==> src/rtl/stepper_indexer.sv <==
// Stepper-motor indexer: four-coil phase sequencer driven by synchronised STEP/DIR
// pulses or by an internal absolute-position move engine with a programmable step rate.
module stepper_indexer #(
    parameter int POS_W       = 32,
    parameter int DIV_W       = 24,
    parameter int SYNC_STAGES = 2
) (
    input  logic             clk,
    input  logic             rst_n,
    input  logic             ena,
    input  logic [1:0]       mode,
    input  logic             ext_ctrl,
    input  logic             step_in,
    input  logic             dir_in,
    input  logic             move_start,
    input  logic [POS_W-1:0] move_target,
    input  logic [DIV_W-1:0] move_period,
    output logic             move_busy,
    output logic             move_done,
    output logic             step_pulse,
    output logic [POS_W-1:0] position,
    output logic [3:0]       coils
);

    localparam logic [POS_W-1:0] POS_ONE = {{(POS_W-1){1'b0}}, 1'b1};
    localparam logic [DIV_W-1:0] DIV_ONE = {{(DIV_W-1){1'b0}}, 1'b1};

    typedef enum logic {S_IDLE = 1'b0, S_RUN = 1'b1} state_t;

    state_t state;
    state_t state_nx;

    logic [SYNC_STAGES-1:0] step_sync;
    logic [SYNC_STAGES-1:0] dir_sync;
    logic                   step_d;
    logic                   edge_q;
    logic                   edge_dir_q;

    logic [POS_W-1:0] tgt_q;
    logic [DIV_W-1:0] per_q;
    logic [DIV_W-1:0] div_q;
    logic [DIV_W-1:0] div_nx;
    logic [2:0]       idx;

    logic at_target;
    logic div_hit;
    logic run_active;
    logic accept_start;
    logic int_step;
    logic ext_step;
    logic any_step;
    logic step_fwd;
    logic done_set;
    logic [2:0] idx_sz;

    function automatic logic [3:0] coil_lut(input logic [2:0] i);
        case (i)
            3'd0:    coil_lut = 4'b1000;
            3'd1:    coil_lut = 4'b1100;
            3'd2:    coil_lut = 4'b0100;
            3'd3:    coil_lut = 4'b0110;
            3'd4:    coil_lut = 4'b0010;
            3'd5:    coil_lut = 4'b0011;
            3'd6:    coil_lut = 4'b0001;
            default: coil_lut = 4'b1001;
        endcase
    endfunction

    // The edge is registered together with its direction, giving the E+SYNC_STAGES+1 latency.
    always_ff @(posedge clk or negedge rst_n) begin
        if (!rst_n) begin
            step_sync  <= '0;
            dir_sync   <= '0;
            step_d     <= 1'b0;
            edge_q     <= 1'b0;
            edge_dir_q <= 1'b0;
        end else begin
            step_sync  <= {step_sync[SYNC_STAGES-2:0], step_in};
            dir_sync   <= {dir_sync[SYNC_STAGES-2:0], dir_in};
            step_d     <= step_sync[SYNC_STAGES-1];
            edge_q     <= step_sync[SYNC_STAGES-1] & ~step_d;
            edge_dir_q <= dir_sync[SYNC_STAGES-1];
        end
    end

    assign ext_step  = edge_q & ext_ctrl & ena;
    assign at_target = (position == tgt_q);
    assign div_hit   = (div_q == (per_q - DIV_ONE));

    always_ff @(posedge clk or negedge rst_n) begin
        if (!rst_n) state <= S_IDLE;
        else        state <= state_nx;
    end

    // Abort via ext_ctrl takes priority over the ena hold; target check precedes stepping.
    always_comb begin
        state_nx = state;
        case (state)
            S_IDLE: if (move_start && !ext_ctrl && ena) state_nx = S_RUN;
            S_RUN: begin
                if (ext_ctrl)              state_nx = S_IDLE;
                else if (ena && at_target) state_nx = S_IDLE;
            end
            default: state_nx = S_IDLE;
        endcase
    end

    always_comb begin
        move_busy    = (state == S_RUN);
        run_active   = (state == S_RUN) && !ext_ctrl && ena;
        accept_start = (state == S_IDLE) && move_start && !ext_ctrl && ena;
        done_set     = run_active && at_target;
        int_step     = run_active && !at_target && div_hit;
        div_nx       = div_q;
        if (accept_start)                  div_nx = '0;
        else if (run_active && !at_target) div_nx = div_hit ? '0 : div_q + DIV_ONE;
    end

    assign any_step = ext_step | int_step;
    assign step_fwd = ext_step ? edge_dir_q : ($signed(tgt_q) > $signed(position));

    // Full-step wants odd idx, wave wants even; a mis-parity step moves by one to realign.
    always_comb begin
        idx_sz = 3'd1;
        case (mode)
            2'b10:   idx_sz = 3'd1;
            2'b01:   idx_sz = idx[0] ? 3'd1 : 3'd2;
            default: idx_sz = idx[0] ? 3'd2 : 3'd1;
        endcase
    end

    always_ff @(posedge clk or negedge rst_n) begin
        if (!rst_n) begin
            tgt_q      <= '0;
            per_q      <= DIV_ONE;
            div_q      <= '0;
            move_done  <= 1'b0;
            step_pulse <= 1'b0;
            position   <= '0;
            idx        <= 3'd1;
            coils      <= 4'b0000;
        end else begin
            if (accept_start) begin
                tgt_q <= move_target;
                per_q <= (move_period == '0) ? DIV_ONE : move_period;
            end
            div_q      <= div_nx;
            move_done  <= done_set;
            step_pulse <= any_step;
            if (any_step) begin
                position <= step_fwd ? position + POS_ONE : position - POS_ONE;
                idx      <= step_fwd ? idx + idx_sz : idx - idx_sz;
            end
            coils <= ena ? coil_lut(idx) : 4'b0000;
        end
    end

endmodule
==> config.mk <==
export PLATFORM = sky130hd
export DESIGN_NAME = stepper_indexer
export DESIGN_NICKNAME = d
export VERILOG_FILES = /design/src/rtl/stepper_indexer.sv
export SDC_FILE = /design/constraint.sdc
export NUM_CORES = 1
export LEC_CHECK = 0
export CAP_MARGIN = 25
export CORE_MARGIN = 2
export CORE_UTILIZATION = 30
export DETAILED_ROUTE_END_ITERATION = 10
export GPL_TIMING_DRIVEN = 1
export HOLD_SLACK_MARGIN = 0.15
export SYNTH_ARGS = -nofsm -noshare
export SYNTH_HDL_FRONTEND = slang
export SYNTH_SLANG_ARGS = --single-unit
==> constraint.sdc <==
create_clock -name clk -period 10.18 [get_ports clk]
set_clock_uncertainty 0.15 [all_clocks]
set_input_delay 3.054 -clock clk [delete_from_list [all_inputs] [get_ports clk]]
set_output_delay 3.054 -clock clk [all_outputs]
set_load 0.1 [all_outputs]
==> results by stage, run 1 <==
Floorplan:
- The area of the die is 28,400 um^2.
- The placeable core region is roughly 27,000 um^2.
- The overall die height is about 170 um.
- The horizontal die dimension is 168 um.
- The number of placed I/O pins is 104.
- For this configuration, the core starts out at a cell density of 0.304.
- The number of rows in the core area is 60.

Synthesis:
- The net count of the mapped netlist is about 980.
- The number of synthesized flops with an enable pin is 0.
- The netlist uses 68 different library cells.
- Synthesis produced 873 cells.
- The most common flop cell mapped by yosys is sky130_fd_sc_hd__dfrtp_1.
- For this run, the number of Yosys warnings is 0.
- The sequential share of the synthesized area is 0.398.
- The number of synthesized register bits is 129.
- After synthesis, the share of flip-flops with an asynchronous set or reset is 1.00.
- The mean cell area of the mapped netlist is 9.29 um^2.
- The cell area that synthesis handed to floorplanning was approximately 8100 um^2.

Clock tree:
- The master cell of the clock root buffer is sky130_fd_sc_hd__clkbuf_16.
- Post-CTS repair changed the size of 0 cells.
- The longest clock path from root to sink contains 2 buffers.
- The clock buffer count from CTS is 17.
- Clock latency on the worst-skew pair, taken at its later pin, is about 0.42 ns.
- The number of setup buffers added after CTS is 0.
- The clock tree from TritonCTS is yes.
- The quantity of hold-fixing buffers added after cts is 0.
- Clock-pin slew was measured on the worst setup and hold paths at 0.06 ns.
- The total clock sinks is 129.
- The depth of the CTS H-tree is 4.

Global route:
- The first global-routing pass estimated roughly 38,000 um of wire.
- The global-route usage over all layers is 0.170.
- The number of global-route vias before repair came to ~7,000.
- The initial antenna violation count is 0.
- Global routing finished with a remaining overflow of 0.
- The maximum number of pins on one net before global-route repair is 79.

Pwr:
- Dividing total power by cell area gives a power density of about 220 nW/um^2.
- The share of total power in the clock network is 0.291.
- The leakage power is between 4 and 5 nW.
- The internal power of the cells totals 0.00131 W.
- The analysis attributes to net switching a power of 0.000944 W.
- The peak supply drop is 0.111 mV.
- The combinational fraction of design power is 0.377.
- Of the total power, the share spent switching nets is 0.418.
- The portion of total power attributed to sequential cells is 0.332.

STA:
- Setup violations remaining at the end of the flow were counted as 0.
- Headroom to the max-slew limit came out at 0.308.
- The final max-slew violation count is 0.
- Dividing the final minimum period by the clock period gives 0.666.
- Derived from the worst setup path, the maximum achievable clock frequency is between 0.1 and 0.15 GHz.
- The smallest clock period supported by the final layout is computed as 6.78 ns.
- Setup repair after global routing left no endpoint under its margin.
- At the pin with the least slew margin, the transition time is 1.02 ns.
- The number of endpoints with negative hold slack in the final report is 0.
- Adding up every negative setup slack in the final design gives 0 ns.

Route:
- The total iterations of the first detailed-routing run is 5.
- For this block, the via count after detailed routing is 7,171.
- The count of nets left with antenna violations once routing finished came out at 0.
- After detailed routing, the number of remaining DRC violations is 0.
- The wire length after detailed routing is 23,600 um.
- The initial detailed-routing violation count is roughly 500.
- The final routed wire length divided by cell count is 18.0 um.
- After detailed routing, the number of vias per cell comes to 5.46.

Worst setup path:
- The biggest cell delay along the critical path is ~0.58 ns.
- The length in cells of the worst reg-to-reg path is 19.
- STA classifies the critical path startpoint as an input pin.
- The worst flop-to-flop path startpoint is position[15].
- The source of the critical timing path is ena.
- The maximum fanout along the worst path is 10.
- The worst setup path is of the input pin to flop kind.
- The critical path arrival is 6.93 ns.
- The signal on the critical path passes through clkdlybuf4s50_1 -> nand3_1 -> o311ai_1 -> and2_1 -> xnor2_1 -> ha_1 -> or3_1 -> or4_1 -> or2_2 -> nor2_1 -> nand2_1 -> o221ai_1 -> mux2i_1 -> nor2_1 -> xnor2_1.
- The data required time of the worst path is between 10 and 15 ns.
- The worst setup path is captured at a flop.
- The worst setup slack for register-to-register paths is 4.12 ns.
- The critical-path cell with the highest stage delay is sky130_fd_sc_hd__clkdlybuf4s50_1.

Layout:
- At the end of the flow, the number of nets in the layout was 1,065.
- Of the cells placed in the final design, the portion with a size suffix greater than 1 is 0.111.
- The repair_antennas step left the layout with diodes totalling 0.
- The area overhead of the layout relative to synthesis is 24.9%.
- Once layout is complete, the utilization of the core stands at 0.379.

Place:
- Input and output buffers added on the ports amount to 103.
- The detailed-placement wirelength estimate is 17,700 um.
- The weighted congestion reported at the end of routability-driven placement is 0.944.

Min path:
- The worst hold path was traced through 0 stages.
- The worst hold path belongs to the class flop to flop.
- The hold path startpoint is step_sync[0].

Job:
- The total of max-cap violations is 0.

Status:
- The flow ran to the end, and the final reports show no timing, DRC or antenna violations.
## placed cells by master, fill, tap and decap left out, drive strengths merged, types with 38 or more instances in the layout
master,count
xnor2,52
inv,42
a21oi,41
mux2,53
ha,38
nand3,44
o21ai,49
dfrtp,127
clkdlybuf4s50,102
nor2,59
nand4,39
nand2,46
## per-stage QoR
| stage | std cells | hold WS [ns] | setup slack (ns) | total power [W] | area [um^2] |
|---|---|---|---|---|---|
| after global placement | 1282 | 0.186 | 3.04 | 0.00159 | 9470 |
| final | 1314 | 0.200 | 3.40 | 0.00226 | 10100 |
| after global routing | 1314 | 0.216 | 3.13 | 0.00238 | 10100 |
| after CTS | 1313 | 0.203 | 3.43 | 0.00227 | 10100 |
| after detailed placement | 1282 | 0.189 | 2.99 | 0.00161 | 9470 |
| after floorplan | 873 | 0.181 | 3.35 | 0.00134 | 8110 |
## Yosys cell counts (3+ instances only)
master	number	area, um^2
sky130_fd_sc_hd__a211oi_1	4	30.0
sky130_fd_sc_hd__o21ai_1	5	25.0
sky130_fd_sc_hd__mux2_2	53	597
sky130_fd_sc_hd__inv_1	41	154
sky130_fd_sc_hd__a31oi_1	10	62.6
sky130_fd_sc_hd__o211ai_1	11	82.6
sky130_fd_sc_hd__nor2b_1	8	50.1
sky130_fd_sc_hd__nor3_1	31	155
sky130_fd_sc_hd__mux2i_1	7	70.1
sky130_fd_sc_hd__o41ai_1	3	26.3
sky130_fd_sc_hd__xor2_1	9	78.8
sky130_fd_sc_hd__o31ai_1	7	52.6
sky130_fd_sc_hd__and4_1	3	26.3
sky130_fd_sc_hd__nand2_1	46	173
sky130_fd_sc_hd__clkbuf_1	31	116
sky130_fd_sc_hd__buf_1	6	22.5
sky130_fd_sc_hd__nand4_1	39	244
sky130_fd_sc_hd__and3_1	18	113
sky130_fd_sc_hd__xnor2_1	52	455
sky130_fd_sc_hd__and2_1	6	37.5
sky130_fd_sc_hd__nor2_1	59	221
sky130_fd_sc_hd__nand3_1	44	220
sky130_fd_sc_hd__nand3b_1	3	22.5
sky130_fd_sc_hd__nand2b_1	3	18.8
sky130_fd_sc_hd__buf_2	5	25.0
sky130_fd_sc_hd__or3_1	14	87.6
sky130_fd_sc_hd__or4_1	12	90.1
sky130_fd_sc_hd__o21ai_0	44	220
sky130_fd_sc_hd__dfrtp_1	127	3180
sky130_fd_sc_hd__ha_1	38	475
sky130_fd_sc_hd__nor4_1	34	213
sky130_fd_sc_hd__a21o_1	8	60.1
sky130_fd_sc_hd__a21oi_1	41	205
## final cells by class
class	count	area, um^2
Inverter	44	165
Multi-Input combinational cell	657	4560
Sequential cell	129	3230
Timing Repair Buffer	112	1120
Clock inverter	10	158
Clock buffer	21	470
Fill cell	2676	16600
Tap cell	341	427
## worst max-delay path, delay by kind of cell
family / cells / cell delay, ns
fa+ha+maj: 1 / 0.23
xor+xnor: 2 / 0.27
compound gates: 2 / 0.45
mux: 1 / 0.23
buf+inv: 1 / 0.58
simple gates: 8 / 2.12
## power by group through the flow
stage / Clock [W] / Sequential [W] / Combinational (W)
after CTS: 0.000669 / 0.000748 / 0.000852
after global placement: 0 / 0.000757 / 0.000836
after global routing: 0.000694 / 0.000766 / 0.000919
final: 0.000657 / 0.000750 / 0.000852
after detailed placement: 0 / 0.000757 / 0.000849
after floorplan: 0 / 0.000948 / 0.000395
## per-layer routing
layer	up-vias	routed length, um	track usage
met5	-	0	0
met4	0	804	0.0723
met3	42	1170	0.0355
met2	246	11700	0.287
met1	3463	9970	0.210
li1	3420	-	-
## flip-flops by register name, summed over array words and instances, names as in the netlist
signal / flops
position: 32
tgt_q: 32
div_q: 24
per_q: 24
coils: 4
idx: 3
dir_sync: 2
step_sync: 2
edge_dir_q: 1
edge_q: 1
move_busy: 1
move_done: 1
step_d: 1
step_pulse: 1
## cells by family after synthesis
kind of cell	count (synthesis)	share of synthesized area
AO/OA/AOI/OAI	162	0.128
XOR/XNOR	61	0.0659
adder cells (fa/ha/maj)	39	0.0611
buffers and inverters	87	0.0415
flip-flops	129	0.398
multiplexers	60	0.0822
AND/OR/NAND/NOR	335	0.223
## path summary, 6_finish.rpt
| kind | end |
|---|---|
| worst max-delay path | position[20] |
| worst min-delay path | step_sync[1] |
| worst max register to register | position[20] |
| worst min register to register | step_sync[1] |
| max in group asynchronous | div_q[18] |
| min in group asynchronous | coils[2] |
Note: power is estimated with default switching activity, not from simulation.
==> run 2: changes to the inputs <==
- clock period: 10.18 -> 6.1 ns (I/O delays scaled with it)
==> run 2 against run 1 <==
Effect of this change: global-route usage decreased by 0.31 points; total power increased by 63%; sequential cell count unchanged; largest power group unchanged; clock power increased by 50%; first-iteration DRC count increased by 5.0%; register-to-register slack got worse by 3.1 ns; critical endpoint is now position[30].
==> results by stage, run 2 (synthesized netlist as in run 1, its figures left out) <==
Job:
- The total of max-cap violations came to 0 (unchanged).

STA:
- The final max-slew violation count is 0 (unchanged).
- The worst-margin pin slew was 1.02 ns (-0.000240 ns).
- The clock period minus worst slack is 5.12 ns.
- The number of endpoints with negative hold slack in the final report came to 0 (unchanged).
- The final worst slack is 0.977 ns (-2.42 ns).
- The final sum of negative setup slack is 0 ns (unchanged).
- Setup repair after global routing left no endpoint under its margin.
- In the finished design, the share of the clock period the worst path needs comes to 0.840.
- The worst slew margin relative to its limit is 0.317 (+0.00880).
- The fmax is 0.195 GHz.
- The number of failing setup endpoints in the final timing report is 0 (unchanged).

Global route:
- The number of global-route vias before repair was 6,970 (+0.82%).
- The initial antenna violation count is 0 (unchanged).
- The global-route wire length before repair was 37,600 um (-0.68%).
- The global-route usage over all layers is 0.167 (-0.00305).
- The maximum number of pins on one net before global-route repair is 71 (-10%).
- The overall overflow remaining after global route is 0 (unchanged).

Layout:
- The number of nets at the end of the flow is 1,069 (+0.38%).
- The number of inserted filler cells in the final layout is 2,621 (-2.1%).
- The number of antenna cells inserted came to 0 (unchanged).
- The footprint of the flip-flops and latches came to 3270 um^2 (+1.4%).
- The proportion of layout cells with a drive suffix above 1 came to 0.146 (+0.0352).
- Leaving out fill and tap cells, the most frequent cell in the layout is sky130_fd_sc_hd__clkdlybuf4s50_1.
- The area taken by multi-input logic gates is 4570 um^2 (+0.16%).
- The area overhead of the layout relative to synthesis is 25.3%.
- In the final layout, the registers with the most flip-flops are position x32, tgt_q x32.
- The top cell types in the final layout, fill and taps aside, are 102 x sky130_fd_sc_hd__clkdlybuf4s50_1, 98 x sky130_fd_sc_hd__dfrtp_1, 58 x sky130_fd_sc_hd__nor2_1.

Clock tree:
- The clock buffer count from CTS was 17 (unchanged).
- The setup fix buffers added after clock tree synthesis is 0 (unchanged).
- The clock transition time at the flip-flop clock pins of the worst setup and hold paths is 0.06 ns (about the same).
- The number of instances resized during post-cts repair is 0 (unchanged).
- The total clock sinks is 129 (unchanged).
- TritonCTS built the clock tree.
- The depth of the CTS H-tree is 4 (unchanged).
- The quantity of hold-fixing buffers added after cts is 0 (unchanged).
- The maximum root-to-sink buffer count is 2 (unchanged).
- The master cell of the clock root buffer is sky130_fd_sc_hd__clkbuf_16.
- The clock latency at the later pin of the worst-skew pair is 0.42 ns (about the same).

Route:
- The overall via count from detail_route is 7,224 (+0.74%).
- The wire length on met2 is 10,100 um (-13%).
- The initial detailed-routing violation count is 527 (+5.0%).
- The remaining antenna violation count after routing is 0 (unchanged).
- The final routed wire length divided by cell count is 17.7 um (-1.7%).
- The met1 routed wirelength after detailed routing came to 11,000 um (+10%).
- The detailed route wirelength on metal3 came to 1600 um (+37%).
- The total iterations of the first detailed-routing run is 5 (unchanged).
- The wire length after detailed routing came to 23,300 um (-1.3%).
- The residual DRC count is 0 (unchanged).
- The via count normalized by instance count is 5.48 (+0.36%).
- Routed signal wires occupy layers up through met4.

Pwr:
- The share of total power in the clock network was 0.269 (-0.022).
- The combinational fraction of design power is 0.391 (+0.014).
- The power density relative to cell area is 362 nW/um^2 (+62%).
- The net switching power is 0.00160 W (+69%).
- The switching part of the total is 0.434 (+0.0161).
- The design internal power was 0.00208 W (+58%).
- The leakage power is 3.98 nW (-0.62%).
- The peak supply drop is 0.175 mV (+58%).
- The portion of total power attributed to sequential cells is 0.340 (+0.008).

Min path:
- For hold timing, the worst endpoint is edge_dir_q.
- The startpoint identified for the worst hold timing path is dir_sync[1].
- The number of cells traversed by the worst hold path is 0 (unchanged).
- The min-delay analysis places its worst path in the category flop to flop.

Worst setup path:
- The worst register-to-register path begins at position[24].
- The critical register-to-register path endpoint is position[30].
- The worst setup slack for register-to-register paths is 0.99 ns (-3.13 ns).
- The maximum fanout along the worst path is 9 (-1).
- The data required time of the worst path is 6.25 ns (-4.08 ns).
- The length in cells of the worst reg-to-reg path is 19 (unchanged).
- The worst setup path is launched from an input pin.
- The type of destination of the critical path is a flop.
- The critical path is of the input pin to flop type.
- The critical path arrival is 5.28 ns (-1.65 ns).

Floorplan:
- The area of the die was 28,400 um^2 (unchanged).
- The initial standard-cell utilization of the core is 0.304 (unchanged).
- The placeable core region is 26,700 um^2 (unchanged).
- The overall die height is 168 um (unchanged).
- The horizontal die dimension is 168 um (unchanged).
- The number of placed I/O pins is 104 (unchanged).
- The number of rows in the core area came to 60 (unchanged).

Status:
- The run finished with clean final reports.

Place:
- The weighted congestion reported at the end of routability-driven placement is 0.912 (-3.4%).
- The number of port buffers was 103 (unchanged).
- The worst slack after detailed placement was 0.572 ns (-2.42 ns).
- The detailed-placement wirelength estimate is 17,200 um (-3.0%).
## run 2: cell types whose count changed in the layout (fill, tap and decap cells not counted)
cell                         before  now
sky130_fd_sc_hd__buf_4            9   12
sky130_fd_sc_hd__buf_12           0    1
sky130_fd_sc_hd__clkinvlp_4       3    4
sky130_fd_sc_hd__dfrtp_2          0   26
sky130_fd_sc_hd__bufinv_16        4    1
sky130_fd_sc_hd__clkinv_4         0    3
sky130_fd_sc_hd__clkbuf_8         3    2
sky130_fd_sc_hd__o311ai_1         1    0
sky130_fd_sc_hd__dfrtp_1        127   98
sky130_fd_sc_hd__o311ai_2         0    1
sky130_fd_sc_hd__inv_6            0    1
sky130_fd_sc_hd__dfrtp_4          0    3
## run 2: how the worst max path moves through the flow
stage                  from           end  cells after the start
2_1_floorplan  position[26]  position[20]                     23
3_3_place_gp            ena  position[20]                     15
3_5_place_dp            ena  position[30]                     15
4_1_cts                 ena  position[30]                     15
5_1_grt        position[23]  position[20]                     19
6_report                ena  position[30]                     15
## run 2: cell type report
cell class	instances	share of cell area
multi-input combinational	657	0.450
clock buffer	20	0.0449
sequential	129	0.322
clock inverter	12	0.0108
timing repair buffer	116	0.114
tap	341	0.0420
inverter	44	0.0163
## run 2: critical path: stages
cell and delay, ns:
sky130_fd_sc_hd__clkdlybuf4s50_1 0.68, sky130_fd_sc_hd__and3_1 0.24, sky130_fd_sc_hd__nand2_1 0.08, sky130_fd_sc_hd__and2_1 0.17
sky130_fd_sc_hd__xnor2_1 0.13, sky130_fd_sc_hd__ha_1 0.22, sky130_fd_sc_hd__or3_1 0.35, sky130_fd_sc_hd__or4_1 0.44
sky130_fd_sc_hd__or2_2 0.34, sky130_fd_sc_hd__nor2_1 0.13, sky130_fd_sc_hd__buf_4 0.16, sky130_fd_sc_hd__a21oi_1 0.07
sky130_fd_sc_hd__o211ai_1 0.19, sky130_fd_sc_hd__a32oi_1 0.09, sky130_fd_sc_hd__xnor2_1 0.15
## run 2: metrics by stage
stage	hold WS (ns)	instance area [um^2]	std cells	util	power, W
floorplan	0.181	8160	873	-	0.00226
global placement	0.185	9570	1286	0.358	0.00267
detailed placement	0.188	9570	1286	0.358	0.00269
CTS	0.201	10100	1318	0.379	0.00369
global route	0.202	10200	1319	0.380	0.00387
finish	0.198	10200	1319	0.380	0.00368
## run 2: power by group through the flow
stage | clock network, W | registers (W) | logic [W]
2_1_floorplan | 0 | 0.00160 | 0.000660
3_3_place_gp | 0 | 0.00126 | 0.00141
3_5_place_dp | 0 | 0.00126 | 0.00143
4_1_cts | 0.00101 | 0.00125 | 0.00144
5_1_grt | 0.00104 | 0.00128 | 0.00155
6_report | 0.000988 | 0.00125 | 0.00144
## run 2: metal layers
layer	GRT usage	up-vias
li1	-	3417
met3	0.0456	41
met4	0.0607	0
met2	0.247	259
met5	0	-
met1	0.232	3507
==> run 3: changes to the inputs <==
- clock period: 6.1 -> 4.6 ns (I/O delays scaled with it)
==> run 3 against run 2 <==
Effect of this change: combinational power increased by 63%; hold slack improved by 0.0012 ns; sequential power increased by 28%; total power increased by 41%; die area unchanged; first-iteration DRC count decreased by 1.9%; routed wire length increased by 6.8%; largest cell class unchanged.
==> results by stage, run 3 (synthesized netlist as in run 1, its figures left out) <==
Status:
- The run finished with clean final reports.

Layout:
- The number of nets at the end of the flow is 1,147 (+7.3%).
- In the layout the commonest cells are 102 x sky130_fd_sc_hd__clkdlybuf4s50_1, 95 x sky130_fd_sc_hd__dfrtp_1, 89 x sky130_fd_sc_hd__buf_4.
- The proportion of layout cells with a drive suffix above 1 is 0.261 (+0.115).
- The number of antenna cells inserted is 0 (unchanged).
- The final cell count without fillers came to 1,397 (+5.9%).
- Leaving out fill and tap cells, the most frequent cell in the layout is sky130_fd_sc_hd__clkdlybuf4s50_1.
- The area overhead of the layout relative to synthesis is 37.0%.
- The largest registers in the layout are position x32, tgt_q x32.

STA:
- The worst-margin pin slew is 1.03 ns (+0.00754 ns).
- The worst hold slack across all endpoints came to 0.200 ns (+0.00116 ns).
- The final sum of negative setup slack is 0 ns (unchanged).
- Subtracting the final worst setup slack from the clock period gives 4.53 ns.
- For this run, the top clock speed supported by timing is 0.221 GHz.
- The number of failing setup endpoints in the final timing report came to 0 (unchanged).
- Setup repair after global routing could not meet its margin everywhere.
- The fraction of the cycle the final worst path needs is 0.985.
- The final max-slew violation count came to 0 (unchanged).
- The worst slew margin relative to its limit came to 0.312 (-0.00504).
- The number of endpoints with negative hold slack in the final report was 0 (unchanged).

Route:
- The via count normalized by instance count is 5.30 (-3.2%).
- The final routed wire length divided by cell count came to 17.8 um (+0.86%).
- The initial detailed-routing violation count came to 517 (-1.9%).
- The overall via count from detail_route was 7,404 (+2.5%).
- The total iterations of the first detailed-routing run came to 7 (+2).
- The wire length after detailed routing came to 24,900 um (+6.8%).
- The residual DRC count is 0 (unchanged).
- The remaining antenna violation count after routing is 0 (unchanged).

Clock tree:
- The clock transition time at the flip-flop clock pins of the worst setup and hold paths came to 0.06 ns (about the same).
- TritonCTS built the clock tree.
- The maximum root-to-sink buffer count was 2 (unchanged).
- The tree is rooted in a sky130_fd_sc_hd__clkbuf_16.
- The quantity of hold-fixing buffers added after cts is 0 (unchanged).
- The depth of the CTS H-tree is 4 (unchanged).
- The clock latency at the later pin of the worst-skew pair is 0.43 ns (about the same).
- The clock buffer count from CTS is 17 (unchanged).
- The total clock sinks is 129 (unchanged).

Pwr:
- The power density relative to cell area is 468 nW/um^2 (+29%).
- The peak supply drop is 0.281 mV (+61%).
- The total power consumption of the routed design is 0.00520 W (+41%).
- The leakage power came to 4.34 nW (+9.0%).

Global route:
- The maximum number of pins on one net before global-route repair is 91 (+28%).
- The initial antenna violation count came to 0 (unchanged).
- The overall overflow remaining after global route was 0 (unchanged).
- The global-route wire length before repair came to 39,300 um (+4.5%).
- The number of global-route vias before repair is 7,338 (+5.3%).
- The global-route usage over all layers is 0.176 (+0.00913).

Place:
- The number of port buffers came to 103 (unchanged).
- The detailed-placement wirelength estimate came to 18,700 um (+9.0%).
- The placed instance count is 1,359 (+5.7%).
- The weighted congestion reported at the end of routability-driven placement came to 0.930 (+2.0%).

Floorplan:
- The placeable core region is 26,700 um^2 (unchanged).
- The area of the die is 28,400 um^2 (unchanged).
- The horizontal die dimension is 168 um (unchanged).
- The number of rows in the core area came to 60 (unchanged).
- The overall die height was 168 um (unchanged).
- The number of placed I/O pins is 104 (unchanged).
- The initial standard-cell utilization of the core is 0.304 (unchanged).

Worst setup path:
- The worst setup path is captured at a flop.
- The critical path startpoint category is a flop.
- The worst setup slack for register-to-register paths is 0.07 ns (-0.92 ns).
- The critical path is of the flop to flop type.
- The data required time of the worst path is 4.76 ns (-1.49 ns).
- The maximum fanout along the worst path is 4 (-5).
- The critical path arrival came to 4.69 ns (-0.59 ns).

Min path:
- The path category of the worst min-delay check is flop to flop.

Job:
- The total of max-cap violations is 0 (unchanged).
[run 3: stage by stage]
step	utilization	setup WS, ns	cell area [um^2]
final	0.416	0.0704	11100
after global routing	0.416	-0.0409	11100
after CTS	0.407	0.0390	10900
after detailed placement	0.387	-0.126	10300
after global placement	0.387	-0.0675	10300
after floorplan	-	-0.546	8480
[run 3: worst paths after layout]
| check | startpoint | endpoint | cells past startpoint |
|---|---|---|---|
| setup / recovery | position[10] | position[20] | 19 |
| hold / removal | step_sync[0] | step_sync[1] | 0 |
| setup reg to reg | position[10] | position[20] | 19 |
| hold reg to reg | step_sync[0] | step_sync[1] | 0 |
| max in group asynchronous | rst_n | per_q[0] | 2 |
| min in group asynchronous | rst_n | tgt_q[9] | 1 |
[run 3: power breakdown]
group	total (W)	internal, W	switching, W	leakage [nW]
logic	0.00235	0.000873	0.00148	2.57
clock network	0.00125	0.000694	0.000551	0.251
registers	0.00160	0.00138	0.000223	1.53
[run 3: final cells by class]
cell class	count	area (um^2)
clock buffers	18	429
clock inverters	14	108
fillers	2604	15600
inverters	44	200
multi-input cells	657	4870
flip-flops and latches	129	3340
well taps	341	427
repair buffers	194	1740
[run 3: metal layers]
| metal | global-route usage | share of wire | vias up |
|---|---|---|---|
| li1 | - | - | 3582 |
| met3 | 0.0357 | 0.050 | 38 |
| met4 | 0.0611 | 0.023 | 0 |
| met5 | 0 | 0 | - |
| met2 | 0.295 | 0.49 | 184 |
| met1 | 0.226 | 0.44 | 3600 |
[run 3: critical path, cell delays in order (launching register included)]
cell	delay, ns
sky130_fd_sc_hd__dfrtp_4	0.47
sky130_fd_sc_hd__inv_2	0.08
sky130_fd_sc_hd__ha_1	0.24
sky130_fd_sc_hd__nand4_1	0.13
sky130_fd_sc_hd__nor2_1	0.07
sky130_fd_sc_hd__a221o_1	0.38
sky130_fd_sc_hd__o311a_1	0.40
sky130_fd_sc_hd__o311ai_4	0.29
sky130_fd_sc_hd__and2_4	0.20
sky130_fd_sc_hd__xnor2_2	0.06
sky130_fd_sc_hd__ha_2	0.17
sky130_fd_sc_hd__or3_4	0.32
sky130_fd_sc_hd__or4_4	0.43
sky130_fd_sc_hd__or2_4	0.26
sky130_fd_sc_hd__nor2_4	0.14
sky130_fd_sc_hd__nand2_2	0.08
sky130_fd_sc_hd__o221ai_4	0.10
sky130_fd_sc_hd__mux2i_1	0.24
sky130_fd_sc_hd__nor2_1	0.08
sky130_fd_sc_hd__xnor2_1	0.12
[run 3: timing repair]
item,CTS,global route
endpoints found under the setup margin,2,11
buffers inserted,0,6
resized for setup,1,36
cloned,0,0
pin swaps,3,20
